[src/rtl/input_check.sv]
// ----------------------------------------------------------------------------
// input_check
// Player-input stage. Once a round's colours have been shown, this block
// captures the player's button presses. Each press is synchronised, debounced
// and checked against the latched colour sequence. The round ends with a
// one-cycle complete_check pulse or a one-cycle fail_check pulse.
//
// Ports
//   clk            in   1   system clock, rising edge
//   rst_n_check    in   1   asynchronous active-low reset
//   en_check       in   1   high = run a round, low = abort to IDLE
//   seq_in_check   in  32   16 colours, 2 bits each, colour k = [2k+1:2k]
//   round_ctr      in   4   N => player must enter N+1 colours
//   btn_in         in   4   raw asynchronous buttons, btn_in[c] = colour c
//   press_colour   out  2   colour of the last accepted press
//   press_valid    out  1   1-cycle pulse per accepted press
//   complete_check out  1   1-cycle pulse: all colours entered correctly
//   fail_check     out  1   1-cycle pulse: wrong colour or timeout
//
// Configuration
//   INPUT_CHECK_TIMEOUT_EN  defined: a press must be accepted within
//                           TIMEOUT_CYCLES or the round fails.
//                           undefined: no timer, wait indefinitely.
// ----------------------------------------------------------------------------
module input_check #(
    parameter int unsigned DEBOUNCE_CYCLES = 4_000,
    parameter int unsigned TIMEOUT_CYCLES  = 30_000_000
) (
    input  logic        clk,
    input  logic        rst_n_check,
    input  logic        en_check,
    input  logic [31:0] seq_in_check,
    input  logic [3:0]  round_ctr,
    input  logic [3:0]  btn_in,
    output logic [1:0]  press_colour,
    output logic        press_valid,
    output logic        complete_check,
    output logic        fail_check
);

    localparam int unsigned DEB_W = $clog2(DEBOUNCE_CYCLES + 1);
    localparam logic [DEB_W-1:0] DEB_LAST = DEB_W'(DEBOUNCE_CYCLES - 1);
    localparam logic [DEB_W-1:0] DEB_MAX  = DEB_W'(DEBOUNCE_CYCLES);

    localparam logic [2:0] S_IDLE         = 3'd0;
    localparam logic [2:0] S_WAIT_PRESS   = 3'd1;
    localparam logic [2:0] S_DEBOUNCE     = 3'd2;
    localparam logic [2:0] S_WAIT_RELEASE = 3'd3;
    localparam logic [2:0] S_PASS         = 3'd4;
    localparam logic [2:0] S_FAIL         = 3'd5;

    logic [3:0]       btn_s1, btn_s2;
    logic [2:0]       state_q, state_n;
    logic [3:0]       pos_q, pos_n;
    logic [31:0]      seq_q, seq_n;
    logic [3:0]       rc_q, rc_n;
    logic [DEB_W-1:0] deb_q, deb_n;
    logic [1:0]       idx_q, idx_n;
    logic             rearm_q, rearm_n;
    logic [1:0]       colour_n;
    logic             valid_n, complete_n, fail_n;

    logic             btn_one_hot_c;
    logic [1:0]       btn_idx_c;
    logic [3:0]       cap_mask_c;
    logic [1:0]       exp_colour_c;
    logic [DEB_W-1:0] deb_inc_c;
    logic             accept_c;
    logic             timeout_hit_c;

    // Two-flop synchroniser on the raw buttons.
    always_ff @(posedge clk or negedge rst_n_check) begin
        if (!rst_n_check) begin
            btn_s1 <= '0;
            btn_s2 <= '0;
        end else begin
            btn_s1 <= btn_in;
            btn_s2 <= btn_s1;
        end
    end

    // One-hot decode of the synchronised buttons.
    always_comb begin
        btn_one_hot_c = 1'b1;
        btn_idx_c     = 2'd0;
        case (btn_s2)
            4'b0001: btn_idx_c = 2'd0;
            4'b0010: btn_idx_c = 2'd1;
            4'b0100: btn_idx_c = 2'd2;
            4'b1000: btn_idx_c = 2'd3;
            default: btn_one_hot_c = 1'b0;
        endcase
    end

    assign cap_mask_c   = 4'b0001 << idx_q;
    assign exp_colour_c = seq_q[{pos_q, 1'b0} +: 2];
    assign deb_inc_c    = (deb_q == DEB_MAX) ? deb_q : deb_q + DEB_W'(1);
    assign accept_c     = (state_q == S_DEBOUNCE) && (btn_s2 == cap_mask_c)
                          && (deb_q == DEB_LAST);

`ifdef INPUT_CHECK_TIMEOUT_EN
    localparam int unsigned TIMER_W = $clog2(TIMEOUT_CYCLES + 1);
    localparam logic [TIMER_W-1:0] TIMER_LAST = TIMER_W'(TIMEOUT_CYCLES - 1);
    localparam logic [TIMER_W-1:0] TIMER_MAX  = TIMER_W'(TIMEOUT_CYCLES);

    logic [TIMER_W-1:0] timer_q;

    // Time since round start or last accepted press; frozen while releasing.
    always_ff @(posedge clk or negedge rst_n_check) begin
        if (!rst_n_check) begin
            timer_q <= '0;
        end else if (!en_check || (state_q == S_IDLE) || accept_c) begin
            timer_q <= '0;
        end else if (((state_q == S_WAIT_PRESS) || (state_q == S_DEBOUNCE))
                     && (timer_q != TIMER_MAX)) begin
            timer_q <= timer_q + TIMER_W'(1);
        end
    end

    assign timeout_hit_c = (timer_q == TIMER_LAST);
`else
    // Timer not built: only a degenerate zero-length timeout could fire.
    assign timeout_hit_c = (TIMEOUT_CYCLES == 0);
`endif

    // State and registered outputs.
    always_ff @(posedge clk or negedge rst_n_check) begin
        if (!rst_n_check) begin
            state_q        <= S_IDLE;
            pos_q          <= '0;
            seq_q          <= '0;
            rc_q           <= '0;
            deb_q          <= '0;
            idx_q          <= '0;
            rearm_q        <= 1'b0;
            press_colour   <= '0;
            press_valid    <= 1'b0;
            complete_check <= 1'b0;
            fail_check     <= 1'b0;
        end else begin
            state_q        <= state_n;
            pos_q          <= pos_n;
            seq_q          <= seq_n;
            rc_q           <= rc_n;
            deb_q          <= deb_n;
            idx_q          <= idx_n;
            rearm_q        <= rearm_n;
            press_colour   <= colour_n;
            press_valid    <= valid_n;
            complete_check <= complete_n;
            fail_check     <= fail_n;
        end
    end

    // Next-state logic; result pulses are raised on entry to PASS / FAIL.
    always_comb begin
        state_n    = state_q;
        pos_n      = pos_q;
        seq_n      = seq_q;
        rc_n       = rc_q;
        deb_n      = deb_q;
        idx_n      = idx_q;
        rearm_n    = rearm_q;
        colour_n   = press_colour;
        valid_n    = 1'b0;
        complete_n = 1'b0;
        fail_n     = 1'b0;

        if (!en_check) begin
            state_n = S_IDLE;
            pos_n   = '0;
            // rearm_q blocks a restart until en_check is seen low in IDLE.
            if (state_q == S_IDLE) begin
                rearm_n = 1'b0;
            end
        end else begin
            case (state_q)
                S_IDLE: begin
                    if (!rearm_q) begin
                        seq_n   = seq_in_check;
                        rc_n    = round_ctr;
                        pos_n   = '0;
                        state_n = S_WAIT_PRESS;
                    end
                end
                S_WAIT_PRESS: begin
                    if (timeout_hit_c) begin
                        state_n = S_FAIL;
                        fail_n  = 1'b1;
                    end else if (btn_one_hot_c) begin
                        idx_n   = btn_idx_c;
                        deb_n   = '0;
                        state_n = S_DEBOUNCE;
                    end
                end
                S_DEBOUNCE: begin
                    // Acceptance outranks a same-cycle timeout.
                    if (accept_c) begin
                        colour_n = idx_q;
                        valid_n  = 1'b1;
                        if (idx_q != exp_colour_c) begin
                            state_n = S_FAIL;
                            fail_n  = 1'b1;
                        end else begin
                            deb_n   = '0;
                            state_n = S_WAIT_RELEASE;
                        end
                    end else if (timeout_hit_c) begin
                        state_n = S_FAIL;
                        fail_n  = 1'b1;
                    end else if (btn_s2 != cap_mask_c) begin
                        state_n = S_WAIT_PRESS;
                    end else begin
                        deb_n = deb_inc_c;
                    end
                end
                S_WAIT_RELEASE: begin
                    if (btn_s2 != 4'b0000) begin
                        deb_n = '0;
                    end else if (deb_q == DEB_LAST) begin
                        // PASS check precedes the increment, so pos never wraps.
                        if (pos_q == rc_q) begin
                            state_n    = S_PASS;
                            complete_n = 1'b1;
                        end else begin
                            pos_n   = pos_q + 4'd1;
                            state_n = S_WAIT_PRESS;
                        end
                    end else begin
                        deb_n = deb_inc_c;
                    end
                end
                S_PASS, S_FAIL: begin
                    state_n = S_IDLE;
                    rearm_n = 1'b1;
                end
                default: begin
                    state_n = S_IDLE;
                end
            endcase
        end
    end

endmodule

[config.mk]
export PLATFORM = sky130hd
export DESIGN_NAME = input_check
export DESIGN_NICKNAME = d
export VERILOG_FILES = /design/src/rtl/input_check.sv
export SDC_FILE = /design/constraint.sdc
export NUM_CORES = 1
export LEC_CHECK = 0
export ABC_AREA = 1
export BUFFER_PORTS_ARGS = -buffer_cell sky130_fd_sc_hd__buf_2
export CORE_AREA = 8 8 102 104
export CTS_CLUSTER_DIAMETER = 120
export DETAILED_ROUTE_END_ITERATION = 16
export DIE_AREA = 0 0 110 112
export PLACE_DENSITY = 0.62
export SKIP_CTS_REPAIR_TIMING = 1
export SLEW_MARGIN = 0
export SYNTH_ARGS = -nofsm -noshare
export SYNTH_HDL_FRONTEND = slang
export SYNTH_SLANG_ARGS = --single-unit
[constraint.sdc]
create_clock -name clk -period 1.7 [get_ports clk]
set_clock_uncertainty 0.2 [all_clocks]
set_input_delay 0.085 -clock clk [delete_from_list [all_inputs] [get_ports clk]]
set_output_delay 0.085 -clock clk [all_outputs]
set_load 0.01 [all_outputs]
==> results.tsv <==
metric	value	unit
antenna violations before repair	0	
Area Overhead vs Synth	53.0	%
Top cell by count, worst path	nand2_1	
routed len/inst	14.0	µm
Pint	4.61	mW
Fillers	707	
Synth Area per Inst	8.31	µm²
Combinational Power Share	44.3	%
worst hold margin	0.000568	ns
distinct cell type count after synthesis	35	
Required @ worst endpoint	1.74	ns
endpoints failing hold	0	
slowest CP cell	dfrtp_2	
Yosys reg bits	71	
CP cell instances	clkbuf_16 > nand2_1 > nand3_1 > nand3_1 > nand3_1 > nand2_1 > nand2_1 > nand2_1 > inv_1 > nand2_4 > nand2_8 > buf_12 > nand3_2 > nand2_1	
Placement Rows	35	
Slew headroom	75.1	%
share of total power in the clock network	21.0	%
First DRT Iteration DRCs	131	
Synth top area share	46.6	%
Main synth FF type	dfrtp_1	
H-tree Lvls	3	
Nets	688	
Pwr Density	1220	mW/mm²
WP buf/inv	3	
failing checks	setup timing	
sw frac	35.3	%
clk sinks	71	
worst-case vdd ir drop	0.000909	V
final global-route overflow total	0	
core area	0.00889	mm²
Die H	112	µm
Final HPWL DP	6.85	mm
Ports	48	
layout cells sized above 1	38.9	%
outcome	finished with violations	
FFs w/ async S/R, synth	100	%
WP data arrival	2.06	ns
All-Layer GR Usage	15.4	%
crit-path leading delay family	simple AND/OR/NAND/NOR gates	
Net Switching	2.52	mW
global-route wire length before repair	15.2	mm
fin crit share	119	%
main area contributors after synthesis	dfrtp_1 47%, nand2_1 9.4%, nand3_1 6.4%	
worst hold path class	in2reg	
Max clock buf depth	2	
first-pass iteration count of the detailed router	5	
post-synthesis cell count	459	
part of the power in registers	34.7	%
most frequent cell after synthesis	nand2_1	
DR DRC count	0	
crit path max fanout	8	
YS warnings	0	
DRT Wirelength	10.6	mm
RSZ-0062 raised after global routing	yes	
clock period minus worst slack	2.02	ns
max_cap viols	0	
DRT antenna net count	0	
Vias	3681	
Crit Path Category	reg2reg	
Post-synth EDFFs	0	
largest net degree at the start of global routing	72	
clk_lat worst skew	0.34	ns
final setup fails	60	
Die Area	0.0123	mm²
register area share after synthesis	46.6	%
Vias/cell	4.86	
min setup slack post-route	-0.316	ns
Static Leak	2.82	nW
slowest stage delay, CP	0.49	ns
dpl ws	-0.318	ns
mapped cell area	0.00381	mm²
Root Driver	clkbuf_8	
Startpoint Class	register	
post-synth net total	505	
Final Max Tran Viols	0	
Commonest cells post-synth	96 x nand2_1, 71 x dfrtp_1, 54 x inv_1	
GPL Wtd Cong	0.875	
die width	110	µm
element type at the critical path end	register	
Synth area leader	dfrtp_1	
Setup TNS	-10.85	ns
Reg clk slew, reported paths	0.08	ns
# diodes	0	
Starting Density	42.9	%
total CTS buffers	9	
CTS tree	built	
vias in the first global route	3318	
Max Clock Freq	0.496	GHz
actual slew at the worst max-slew pin	0.373	ns
# port buffers	47	
## power groups by stage
stage	logic, mW	clock network, mW	registers, mW
after detailed placement	2.47	0	2.48
after global placement	2.41	0	2.46
after floorplan	1.53	0	2.41
after CTS	2.48	1.53	2.45
after global routing	3.45	1.60	2.51
final	3.15	1.50	2.47
## final timing paths
kind	startpoint	end	slack (ns)	cells after the start
max in group asynchronous	rst_n_check	deb_q[7]	0.91	3
worst min-delay path	en_check	state_q[2]	0.0006	4
worst max register to register	pos_q[0]	deb_q[2]	-0.32	14
worst max-delay path	pos_q[0]	deb_q[2]	-0.32	14
min in group asynchronous	rst_n_check	seq_q[20]	0.09	3
worst min register to register	btn_s1[2]	btn_s2[2]	0.15	0
## cell families (layout without fill, tap and decap cells)
logic type / count (synthesis) / count (layout) / share of synthesized area [%]
xor gates and xnor gates: 13 / 13 / 2.99
adders and majority gates: 3 / 3 / 0.984
AOI/OAI and AO/OA: 59 / 59 / 9.02
buffers and inverters: 77 / 263 / 9.35
and+or+nand+nor: 220 / 222 / 26.3
DFF: 71 / 71 / 46.6
muxes: 16 / 16 / 4.72
## cell type report
class	count	area [µm²]	share of cell area (%)
repair buffers	186	1540	26.4
flip-flops and latches	71	1780	30.5
multi-input cells	313	1920	33.0
clock buffers	9	124	2.12
clock inverters	7	97.6	1.67
well taps	111	139	2.38
inverters	61	234	4.01
## metrics by stage
step	utilization (%)	total power, mW	cell area (µm²)	std cells
CTS	55.9	6.46	4970	699
detailed placement	53.4	4.95	4750	683
floorplan	-	3.93	3830	459
global route	65.6	7.57	5840	758
finish	65.6	7.13	5840	758
global placement	53.4	4.87	4750	683
## per-layer routing
metal	vias to the layer above	global-route usage [%]	share of wire, %
met5	-	0	0
met4	0	5.50	1.3
met3	14	3.52	5.0
met2	97	23.7	50
met1	1720	20.3	43
li1	1850	-	-
## flip-flops by register name, summed over array words and instances, names as in the netlist
| name | flops |
|---|---|
| idx_q | 2 |
| seq_q | 32 |
| deb_q | 12 |
| press_valid | 1 |
| btn_s2 | 4 |
| btn_s1 | 4 |
| state_q | 3 |
| pos_q | 4 |
| complete_check | 1 |
| rc_q | 4 |
| rearm_q | 1 |
| press_colour | 2 |
| fail_check | 1 |
## cell usage in the layout, fill, tap and decap left out, types with 16 or more instances in the layout
cell / netlist / routed
mux2_2: 16 / 16
dlygate4sd3_1: 0 / 42
buf_4: 0 / 82
nor2_1: 47 / 31
a21oi_1: 25 / 22
dfrtp_1: 71 / 70
inv_1: 54 / 50
nand2_1: 96 / 89
nand3_1: 49 / 38
buf_2: 6 / 47
## tightest hold or removal path: stages
cell,delay [ns]
buf_2,0.18
nand2_1,0.11
nand3b_1,0.09
a21oi_1,0.04
No activity file was read; power rests on OpenSTA's default activity.
